--- src/rtl/wb_ram_arbiter_if.sv ---
// Wishbone pipelined bus bundle used between the masters, the arbiter and the RAM slave.
//   master modport : drives cyc/stb/we/adr/dat_w/sel, receives dat_r/ack/err/rty/stall
//   slave modport  : the mirror image
// dat_w is master-to-slave write data, dat_r is slave-to-master read data.
interface wb_ram_arbiter_if #(
    parameter int unsigned ADR_W = 32,
    parameter int unsigned DAT_W = 32
);
    localparam int unsigned SEL_W = DAT_W / 8;

    logic             cyc;
    logic             stb;
    logic             we;
    logic [ADR_W-1:0] adr;
    logic [DAT_W-1:0] dat_w;
    logic [SEL_W-1:0] sel;
    logic [DAT_W-1:0] dat_r;
    logic             ack;
    logic             err;
    logic             rty;
    logic             stall;

    modport master (
        output cyc, stb, we, adr, dat_w, sel,
        input  dat_r, ack, err, rty, stall
    );

    modport slave (
        input  cyc, stb, we, adr, dat_w, sel,
        output dat_r, ack, err, rty, stall
    );
endinterface

--- src/rtl/wb_ram_arbiter.sv ---
// Two-master, one-slave Wishbone pipelined arbiter in front of the RAM controller.
// Round-robin grant held for the whole bus cycle (while the granted cyc stays high).
//   clk_bus / rst_bus : bus clock, asynchronous active-high reset
//   m0_io, m1_io      : master ports (instruction fetch, data), slave modport
//   s_io              : port towards the RAM slave, master modport
// Optional response watchdog enabled by defining WB_ARB_TIMEOUT_EN.
module wb_ram_arbiter #(
    parameter int unsigned ADR_W          = 32,
    parameter int unsigned DAT_W          = 32,
    parameter int unsigned OUTST_W        = 4,
    parameter int unsigned TIMEOUT_CYCLES = 255
) (
    input  logic             clk_bus,
    input  logic             rst_bus,
    wb_ram_arbiter_if.slave  m0_io,
    wb_ram_arbiter_if.slave  m1_io,
    wb_ram_arbiter_if.master s_io
);
    localparam int unsigned SEL_W = DAT_W / 8;
    localparam logic [OUTST_W-1:0] OutstMax = '1;

    if (TIMEOUT_CYCLES == 0) begin : g_bad_timeout
        $error("TIMEOUT_CYCLES must be at least 1");
    end

    typedef enum logic [1:0] {StIdle, StGnt0, StGnt1} state_e;

    state_e             state_q, state_d;
    logic               last_q, last_d;   // 0: m0 served last, 1: m1 served last
    logic [OUTST_W-1:0] outst_q, outst_d;
    logic               rel;              // granted master dropped cyc this cycle
    logic               sat;
    logic               inc, dec, resp;
    logic               timeout;

    logic               cyc_mux, stb_mux, we_mux;
    logic [ADR_W-1:0]   adr_mux;
    logic [DAT_W-1:0]   wdat_mux;
    logic [SEL_W-1:0]   sel_mux;

    // Grant FSM
    always_comb begin
        state_d = state_q;
        last_d  = last_q;
        rel     = 1'b0;
        unique case (state_q)
            StIdle: begin
                if (m0_io.cyc && (!m1_io.cyc || last_q)) begin
                    state_d = StGnt0;
                end else if (m1_io.cyc) begin
                    state_d = StGnt1;
                end
            end
            StGnt0: begin
                if (!m0_io.cyc) begin
                    rel     = 1'b1;
                    last_d  = 1'b0;
                    state_d = m1_io.cyc ? StGnt1 : StIdle;
                end
            end
            StGnt1: begin
                if (!m1_io.cyc) begin
                    rel     = 1'b1;
                    last_d  = 1'b1;
                    state_d = m0_io.cyc ? StGnt0 : StIdle;
                end
            end
            default: state_d = StIdle;
        endcase
    end

    // Request path
    always_comb begin
        cyc_mux  = 1'b0;
        stb_mux  = 1'b0;
        we_mux   = 1'b0;
        adr_mux  = '0;
        wdat_mux = '0;
        sel_mux  = '0;
        unique case (state_q)
            StGnt0: begin
                cyc_mux  = m0_io.cyc;
                stb_mux  = m0_io.stb;
                we_mux   = m0_io.we;
                adr_mux  = m0_io.adr;
                wdat_mux = m0_io.dat_w;
                sel_mux  = m0_io.sel;
            end
            StGnt1: begin
                cyc_mux  = m1_io.cyc;
                stb_mux  = m1_io.stb;
                we_mux   = m1_io.we;
                adr_mux  = m1_io.adr;
                wdat_mux = m1_io.dat_w;
                sel_mux  = m1_io.sel;
            end
            default: ;
        endcase
    end

    assign s_io.cyc   = cyc_mux;
    assign s_io.stb   = stb_mux;
    assign s_io.we    = we_mux;
    assign s_io.adr   = adr_mux;
    assign s_io.dat_w = wdat_mux;
    assign s_io.sel   = sel_mux;

    // Response path: only the grantee sees the slave, everyone else is stalled
    always_comb begin
        m0_io.dat_r = '0;
        m0_io.ack   = 1'b0;
        m0_io.err   = 1'b0;
        m0_io.rty   = 1'b0;
        m0_io.stall = 1'b1;
        m1_io.dat_r = '0;
        m1_io.ack   = 1'b0;
        m1_io.err   = 1'b0;
        m1_io.rty   = 1'b0;
        m1_io.stall = 1'b1;
        if (state_q == StGnt0) begin
            m0_io.dat_r = s_io.dat_r;
            m0_io.ack   = s_io.ack;
            m0_io.err   = s_io.err | timeout;
            m0_io.rty   = s_io.rty;
            m0_io.stall = s_io.stall | sat;
        end else if (state_q == StGnt1) begin
            m1_io.dat_r = s_io.dat_r;
            m1_io.ack   = s_io.ack;
            m1_io.err   = s_io.err | timeout;
            m1_io.rty   = s_io.rty;
            m1_io.stall = s_io.stall | sat;
        end
    end

    // Outstanding-request counter; a stale response at zero is not allowed to underflow
    assign sat  = (outst_q == OutstMax);
    assign resp = s_io.ack | s_io.err | s_io.rty;
    assign inc  = s_io.stb & ~s_io.stall;
    assign dec  = resp & (outst_q != '0);

    always_comb begin
        outst_d = outst_q;
        if (state_q == StIdle || rel || timeout) begin
            outst_d = '0;
        end else if (inc && !dec) begin
            if (!sat) begin
                outst_d = outst_q + 1'b1;
            end
        end else if (dec && !inc) begin
            outst_d = outst_q - 1'b1;
        end
    end

`ifdef WB_ARB_TIMEOUT_EN
    localparam int unsigned WdW = $clog2(TIMEOUT_CYCLES + 1);
    localparam logic [WdW-1:0] WdLast = WdW'(TIMEOUT_CYCLES - 1);

    logic [WdW-1:0] wdog_q, wdog_d;

    // Fires in the TIMEOUT_CYCLES-th cycle with a request pending and no response
    assign timeout = (outst_q != '0) && !resp && (wdog_q == WdLast);

    always_comb begin
        wdog_d = wdog_q + 1'b1;
        if (rel || timeout || resp || outst_q == '0) begin
            wdog_d = '0;
        end
    end

    always_ff @(posedge clk_bus or posedge rst_bus) begin
        if (rst_bus) begin
            wdog_q <= '0;
        end else begin
            wdog_q <= wdog_d;
        end
    end
`else
    assign timeout = 1'b0;
`endif

    always_ff @(posedge clk_bus or posedge rst_bus) begin
        if (rst_bus) begin
            state_q <= StIdle;
            last_q  <= 1'b1;
            outst_q <= '0;
        end else begin
            state_q <= state_d;
            last_q  <= last_d;
            outst_q <= outst_d;
        end
    end
endmodule
--- src/flat_wrapper.sv ---
// flat-port wrapper written by rule: the top's interface ports become plain ports
module wb_ram_arbiter_flat 
#(
    parameter int unsigned ADR_W          = 32,
    parameter int unsigned DAT_W          = 32,
    parameter int unsigned OUTST_W        = 4,
    parameter int unsigned TIMEOUT_CYCLES = 255
)
  (clk_bus, rst_bus, m0_io_cyc, m0_io_stb, m0_io_we, m0_io_adr, m0_io_dat_w, m0_io_sel, m0_io_dat_r, m0_io_ack, m0_io_err, m0_io_rty, m0_io_stall, m1_io_cyc, m1_io_stb, m1_io_we, m1_io_adr, m1_io_dat_w, m1_io_sel, m1_io_dat_r, m1_io_ack, m1_io_err, m1_io_rty, m1_io_stall, s_io_cyc, s_io_stb, s_io_we, s_io_adr, s_io_dat_w, s_io_sel, s_io_dat_r, s_io_ack, s_io_err, s_io_rty, s_io_stall);
  wb_ram_arbiter_if #(.ADR_W(ADR_W), .DAT_W(DAT_W)) m0_io_i ();
  wb_ram_arbiter_if #(.ADR_W(ADR_W), .DAT_W(DAT_W)) m1_io_i ();
  wb_ram_arbiter_if #(.ADR_W(ADR_W), .DAT_W(DAT_W)) s_io_i ();
  input  logic clk_bus;
  input  logic rst_bus;
  input wire logic [$bits(m0_io_i.cyc)-1:0] m0_io_cyc;
  input wire logic [$bits(m0_io_i.stb)-1:0] m0_io_stb;
  input wire logic [$bits(m0_io_i.we)-1:0] m0_io_we;
  input wire logic [$bits(m0_io_i.adr)-1:0] m0_io_adr;
  input wire logic [$bits(m0_io_i.dat_w)-1:0] m0_io_dat_w;
  input wire logic [$bits(m0_io_i.sel)-1:0] m0_io_sel;
  output wire logic [$bits(m0_io_i.dat_r)-1:0] m0_io_dat_r;
  output wire logic [$bits(m0_io_i.ack)-1:0] m0_io_ack;
  output wire logic [$bits(m0_io_i.err)-1:0] m0_io_err;
  output wire logic [$bits(m0_io_i.rty)-1:0] m0_io_rty;
  output wire logic [$bits(m0_io_i.stall)-1:0] m0_io_stall;
  input wire logic [$bits(m1_io_i.cyc)-1:0] m1_io_cyc;
  input wire logic [$bits(m1_io_i.stb)-1:0] m1_io_stb;
  input wire logic [$bits(m1_io_i.we)-1:0] m1_io_we;
  input wire logic [$bits(m1_io_i.adr)-1:0] m1_io_adr;
  input wire logic [$bits(m1_io_i.dat_w)-1:0] m1_io_dat_w;
  input wire logic [$bits(m1_io_i.sel)-1:0] m1_io_sel;
  output wire logic [$bits(m1_io_i.dat_r)-1:0] m1_io_dat_r;
  output wire logic [$bits(m1_io_i.ack)-1:0] m1_io_ack;
  output wire logic [$bits(m1_io_i.err)-1:0] m1_io_err;
  output wire logic [$bits(m1_io_i.rty)-1:0] m1_io_rty;
  output wire logic [$bits(m1_io_i.stall)-1:0] m1_io_stall;
  output wire logic [$bits(s_io_i.cyc)-1:0] s_io_cyc;
  output wire logic [$bits(s_io_i.stb)-1:0] s_io_stb;
  output wire logic [$bits(s_io_i.we)-1:0] s_io_we;
  output wire logic [$bits(s_io_i.adr)-1:0] s_io_adr;
  output wire logic [$bits(s_io_i.dat_w)-1:0] s_io_dat_w;
  output wire logic [$bits(s_io_i.sel)-1:0] s_io_sel;
  input wire logic [$bits(s_io_i.dat_r)-1:0] s_io_dat_r;
  input wire logic [$bits(s_io_i.ack)-1:0] s_io_ack;
  input wire logic [$bits(s_io_i.err)-1:0] s_io_err;
  input wire logic [$bits(s_io_i.rty)-1:0] s_io_rty;
  input wire logic [$bits(s_io_i.stall)-1:0] s_io_stall;
  assign m0_io_i.cyc = m0_io_cyc;
  assign m0_io_i.stb = m0_io_stb;
  assign m0_io_i.we = m0_io_we;
  assign m0_io_i.adr = m0_io_adr;
  assign m0_io_i.dat_w = m0_io_dat_w;
  assign m0_io_i.sel = m0_io_sel;
  assign m0_io_dat_r = m0_io_i.dat_r;
  assign m0_io_ack = m0_io_i.ack;
  assign m0_io_err = m0_io_i.err;
  assign m0_io_rty = m0_io_i.rty;
  assign m0_io_stall = m0_io_i.stall;
  assign m1_io_i.cyc = m1_io_cyc;
  assign m1_io_i.stb = m1_io_stb;
  assign m1_io_i.we = m1_io_we;
  assign m1_io_i.adr = m1_io_adr;
  assign m1_io_i.dat_w = m1_io_dat_w;
  assign m1_io_i.sel = m1_io_sel;
  assign m1_io_dat_r = m1_io_i.dat_r;
  assign m1_io_ack = m1_io_i.ack;
  assign m1_io_err = m1_io_i.err;
  assign m1_io_rty = m1_io_i.rty;
  assign m1_io_stall = m1_io_i.stall;
  assign s_io_cyc = s_io_i.cyc;
  assign s_io_stb = s_io_i.stb;
  assign s_io_we = s_io_i.we;
  assign s_io_adr = s_io_i.adr;
  assign s_io_dat_w = s_io_i.dat_w;
  assign s_io_sel = s_io_i.sel;
  assign s_io_i.dat_r = s_io_dat_r;
  assign s_io_i.ack = s_io_ack;
  assign s_io_i.err = s_io_err;
  assign s_io_i.rty = s_io_rty;
  assign s_io_i.stall = s_io_stall;
  wb_ram_arbiter #(.ADR_W(ADR_W), .DAT_W(DAT_W), .OUTST_W(OUTST_W), .TIMEOUT_CYCLES(TIMEOUT_CYCLES)) u_core (.clk_bus(clk_bus), .rst_bus(rst_bus), .m0_io(m0_io_i), .m1_io(m1_io_i), .s_io(s_io_i));
endmodule
--- config.mk ---
export PLATFORM = sky130hd
export DESIGN_NAME = wb_ram_arbiter_flat
export DESIGN_NICKNAME = d
export VERILOG_FILES = /design/src/rtl/wb_ram_arbiter_if.sv /design/src/rtl/wb_ram_arbiter.sv /design/src/flat_wrapper.sv
export SDC_FILE = /design/constraint.sdc
export NUM_CORES = 1
export LEC_CHECK = 0
export BUFFER_PORTS_ARGS = -buffer_cell sky130_fd_sc_hd__buf_2
export CORE_AREA = 4 4 122 124
export CTS_CLUSTER_DIAMETER = 200
export CTS_CLUSTER_SIZE = 8
export DETAILED_ROUTE_END_ITERATION = 8
export DIE_AREA = 0 0 126 128
export MAX_ROUTING_LAYER = met4
export SLEW_MARGIN = 20
export SYNTH_ARGS = -nofsm -noshare
export SYNTH_HDL_FRONTEND = slang
export SYNTH_SLANG_ARGS = --single-unit
--- constraint.sdc ---
create_clock -name clk_bus -period 3 [get_ports clk_bus]
set_input_delay 0.3 -clock clk_bus [delete_from_list [all_inputs] [get_ports clk_bus]]
set_output_delay 0.3 -clock clk_bus [all_outputs]
set_load 0.005 [all_outputs]
; Yosys cells after proc, flatten, opt, wreduce, memory -nomap -nowiden
; Index checks and enable logic that the tools add are counted.
[word_totals]
ff_bits = 7
in_bits = 180
output_inout_bits = 143
word_cells = 71
[op_classes]
n_eq_ne = 7
reduce_logical = 15
n_addsub = 2
muxes = 38
bitwise = 6
[ops]
columns = op, n
row1 = 32-bit one-hot mux with 2 select lines, 2
row2 = 32-bit two-way mux, 3
row3 = 1-bit two-way mux, 17
row4 = 4-bit two-way mux, 4
row5 = 2-bit two-way mux, 5
row6 = 1-bit one-hot mux with 2 select lines, 5
row7 = 4-bit one-hot mux with 2 select lines, 1
row8 = 2-bit one-hot mux with 3 select lines, 1
row9 = 3-bit AND reduction, 2
row10 = "4-bit by 1-bit adder with 4-bit output, second input constant", 1
row11 = "4-bit == test, second input constant", 1
row12 = "2-bit inequality test, second input constant", 2
row13 = 4-bit nonzero test, 1
row14 = "4-bit by 1-bit subtractor with 4-bit output, second input constant", 1
row15 = 1-bit logical AND, 3
row16 = 1-bit logical NOT, 3
row17 = "3-bit by 2-bit inequality test with 1-bit output, second input constant", 1
row18 = "3-bit inequality test, second input constant", 1
row19 = 1-bit bitwise OR, 3
row20 = 3-bit nonzero test, 1
row21 = 1-bit AND, 2
row22 = "2-bit by 1-bit == test with 1-bit output, second input constant", 1
row23 = "2-bit == test, second input constant", 1
row24 = 2-bit logical NOT, 1
row25 = other kinds (4), 5

; Longest topological paths before layout
[depth]
ltp_word = 8
mapped_depth = 13
ltp_nobuf = 12

; Worst setup path after synthesis
; Ideal clock, no wire load.
[synth_path]
kind = reg2reg
startpoint = register u_core.state_q[0]
endpoint = register u_core.outst_q[3]
required_ns = 2.921
setup_slack_ns = 0.289
path_stages_with_launch = 13
n_path_buf = 1
t_arrival_ns = 2.632
path_cell_list = dfrtp_1 inv_1 ha_1 clkbuf_1 nor2b_1 nor2b_1 ha_1 inv_1 ha_1 a21o_1 a21oi_1 mux2i_1 mux2i_1
[synth_between]
elab_chain_len = 7
[synth_rtl]
columns = item, line_no
row1 = "start, declared", wb_ram_arbiter.sv:28  ; state_e state_q, state_d;
row2 = "start signal, assigned", wb_ram_arbiter.sv:183  ; state_q <= StIdle;
row3 = "start signal, assigned", wb_ram_arbiter.sv:187  ; state_q <= state_d;
row4 = 2-bit == test / 2-bit by 1-bit == test with 1-bit output (equally long branches), wb_ram_arbiter.sv:80  ; unique case (state_q)
row5 = 1-bit one-hot mux with 2 select lines *, wb_ram_arbiter.sv:80
row6 = named net s_io_stb, flat_wrapper.sv:38  ; output wire logic [$bits(s_io_i.stb)-1:0] s_io_stb;
row7 = 1-bit AND *, wb_ram_arbiter.sv:138  ; assign inc = s_io.stb & ~s_io.stall;
row8 = 1-bit logical NOT, wb_ram_arbiter.sv:149  ; end else if (dec && !inc) begin
row9 = 1-bit logical AND, wb_ram_arbiter.sv:149
row10 = 3-bit nonzero test (no line), n/a
row11 = 2-bit AND reduction (no line), n/a
row12 = "end signal, assigned", wb_ram_arbiter.sv:189  ; outst_q <= outst_d;
row13 = "end, declared", wb_ram_arbiter.sv:30  ; logic [OUTST_W-1:0] outst_q, outst_d;
; The timed path passes the listed nets; every way through them passes the cells marked *.
; A chain may end at the register's enable or synchronous reset.

; Final worst setup path
[layout_path]
startpoint = register u_core.state_q[0]
endpoint = output m1_io_dat_r[16]
[layout_between]
elab_chain_len = 3
[layout_rtl]
columns = item, line_no
row1 = 2-bit == test, wb_ram_arbiter.sv:126  ; end else if (state_q == StGnt1) begin
row2 = 32-bit two-way mux, wb_ram_arbiter.sv:126
row3 = 32-bit two-way mux *, wb_ram_arbiter.sv:120  ; if (state_q == StGnt0) begin
row4 = "end, declared", flat_wrapper.sv:32  ; output wire logic [$bits(m1_io_i.dat_r)-1:0] m1_io_dat_r;
; Mark *: on every way between the ends. The rest lies on a longest branch, timed or not.

==> results.json <==
{
  "status": "complete, no violations",
  "async_reset_ff_frac": 1.00,
  "main_combinational_cell_family_by_area_after_synthesis": "simple AND/OR/NAND/NOR gates",
  "cts_sinks": 7,
  "cp_max_fo": 74,
  "placeableCoreArea_um2": 13800,
  "timing_worst_setup_path_type": "flop to output pin",
  "timing.critical_path.required_ns": 2.70,
  "first_global_vias": 3031,
  "setup.worst_path.end_class": "output pin",
  "postLayoutSetupSlackWorst_ns": 0.306,
  "pre_cts_slack_ns": 0.321,
  "synth-compound-area-share": 0.301,
  "relative_area_change_from_synthesis_to_final_layout_pct": 86.1,
  "grt_max_degree": 75,
  "ys_seq_area_frac": 0.0825,
  "synth_top_flop_cell": "sky130_fd_sc_hd__dfrtp_1",
  "cts_repair_resize_count": 0,
  "avgSynthCellArea_um2": 6.99,
  "layout_worst_path_cycle_share": 0.898,
  "yosys_warnings": 0,
  "vias_per_cell": 4.23,
  "worst_slew_margin_rel": 0.474,
  "timing.critical_path.slowest_stage_cell": "sky130_fd_sc_hd__buf_4",
  "grt.overflow.total": 0,
  "placement.io_buffers": 322,
  "h-tree-depth": 1,
  "post_synth_and_or_nand_nor_area_fraction": 0.472,
  "grt_util_all_layers": 0.121,
  "detailed_route_wl_mm": 11.0,
  "area_of_placed_instances_um2": 3900,
  "layout.cells.most_common": "sky130_fd_sc_hd__buf_2",
  "ir_worst_vdd_uv": 514,
  "static-leakage-power_uw": 0.00223,
  "layout.filler_cells": 1584,
  "critPathLaunchType": "flop",
  "die_area_um2": 16100,
  "post-dp-hpwl_mm": 8.91,
  "global_route_wire_length_before_repair_mm": 16.0,
  "cpPeakStageDelay_ns": 0.59,
  "drt-initial-drc-count": 138,
  "timing.final.max_slew_violations": 0,
  "clk_pin_slew_ns": 0.04,
  "die_h_um": 128,
  "total_non_filler_cell_area_in_the_finished_layout_um2": 3980,
  "first_pass_iters": 4,
  "cts_buffers": 3,
  "synth-edff-count": 0,
  "rows": 43,
  "hold_path.class": "input port to asynchronous set/reset pin",
  "synthMuxAreaShare": 0.0140,
  "synth.top_cells.by_area": "sky130_fd_sc_hd__a22oi_1 25%, sky130_fd_sc_hd__nor2b_1 22%, sky130_fd_sc_hd__and2_1 20%, sky130_fd_sc_hd__dfrtp_1 7.0%, sky130_fd_sc_hd__clkbuf_1 4.9%",
  "remaining_drc_errors": 0,
  "ant_nets": 0,
  "synth.ff_latch_count": 7,
  "clock_path_buffers": 2,
  "ioPinCount": 323,
  "cts_hold_repair.buffers": 0,
  "post_route_cells_drive_above_1_share": 0.559,
  "synth_cell_types": 35,
  "die_width_um": 126,
  "mappedNetlistArea_um2": 2140,
  "worstPathCellList": "inv_1 -> ha_2 -> buf_4 -> nor2b_2 -> buf_4 -> and2_1 -> buf_2",
  "synth_xor_xnor_area_share": 0.00819,
  "reg2reg_setup_slack_ns": 0.34,
  "clock.fmax_mhz": 371,
  "totalNegativeSetupSlack_ns": 0,
  "cts_tree": "built",
  "combined_area_of_the_multi_input_logic_cells_um2": 1830,
  "finalClockSkew_ns": 0.00228,
  "starting_density": 0.155,
  "synth-adder-area-share": 0.0503,
  "yosys.area.top_type": "sky130_fd_sc_hd__a22oi_1",
  "gpl.final_weighted_congestion": 0.872,
  "max-cap-violations": 0,
  "final-setup-viol-count": 0,
  "mostFrequentLayoutCells": "322 x sky130_fd_sc_hd__buf_2, 75 x sky130_fd_sc_hd__nor2b_1, 71 x sky130_fd_sc_hd__a22oi_1",
  "initial_antenna_violation_count": 0,
  "regArea_um2": 176,
  "wire_per_inst_um": 13.9,
  "postSynthCellCount": 306,
  "p_per_area_nw_per_um2": 715,
  "finalHoldViolations": 0,
  "yosysTopAreaCellShare": 0.249,
  "worstMarginPinSlew_ns": 0.789,
  "period_minus_slack_ns": 2.69,
  "critPathArrivalTime_ns": 2.39,
  "cts-root-buf": "sky130_fd_sc_hd__clkbuf_16",
  "dr_total_vias": 3325,
  "antenna_cells": 0,
  "postSynthNetCount": 494,
  "fin_nets": 795,
  "postCtsSetupRepairBufs": 0,
  "crit_path_frequent_cell": "sky130_fd_sc_hd__buf_4",
  "grt_setup_unrepaired": "false",
  "clkLatencyLatePin_ns": 0.23
}
## per-layer routing
metal  vias up  global-route usage  share of wire
met2       147               0.204           0.51
met4         0             0.00505         0.0027
met5         -                   -              0
li1       1658                   -              -
met1      1514               0.162           0.42
met3         6              0.0163          0.064
## state kept, by name (all words and copies together), names as in the netlist
register,flops
u_core.state_q,2
u_core.outst_q,4
u_core.last_q,1
## cells in the mapped netlist, drive strengths merged (2+ instances only)
cell and instances:
a211oi 2, a21o 2, a21oi 4, a22oi 71, and2 70, buf 3
clkbuf 28, dfrtp 6, ha 7, inv 7, mux2i 3, nand2 3
nand2b 3, nor2 5, nor2b 76, o21ai 3, xnor2 2
## metrics by stage
stage	instances	power, µW	util	hold WS, ns
after global placement	782	2640	0.283	0.248
after floorplan	306	1730	-	0.103
final	786	2840	0.289	0.000230
after global routing	786	3140	0.289	0.0243
after detailed placement	782	2640	0.283	0.258
after CTS	786	2880	0.289	0.0180
## path summary, 6_finish.rpt
path / start / end / cells after the start
max: u_core.state_q[0] / m1_io_dat_r[16] / 7
min: rst_bus / u_core.outst_q[3] / 2
max reg2reg: u_core.state_q[0] / u_core.outst_q[3] / 11
min reg2reg: u_core.state_q[1] / u_core.state_q[1] / 1
max in group asynchronous: rst_bus / u_core.last_q / 2
min in group clk_bus: m0_io_cyc / u_core.state_q[0] / 3
## logic make-up after synthesis
group                      count (synthesis)
AOI/OAI and AO/OA                         85
xor gates and xnor gates                   2
adders and majority gates                  8
buffers and inverters                     38
DFF                                        7
muxes                                      3
and+or+nand+nor                          163
## worst max-delay path: cells and delay by family (launching register included)
kind                       cells  cell delay, ns
and+or+nand+nor                2            0.44
adders and majority gates      1            0.18
buffers and inverters          4            1.09
DFF                            1            0.43
## final cells by class
cell class | count | share of cell area
Clock buffer | 4 | 0.0198
Inverter | 7 | 0.00660
Multi-Input combinational cell | 261 | 0.459
Sequential cell | 7 | 0.0443
Tap cell | 180 | 0.0566
Timing Repair Buffer | 327 | 0.414
## power breakdown
group	internal, µW	switching, µW
Combinational	1200	1240
Clock	177	54.6
Sequential	137	41.1
Total	1510	1330
(Power assumes the default switching activity.)
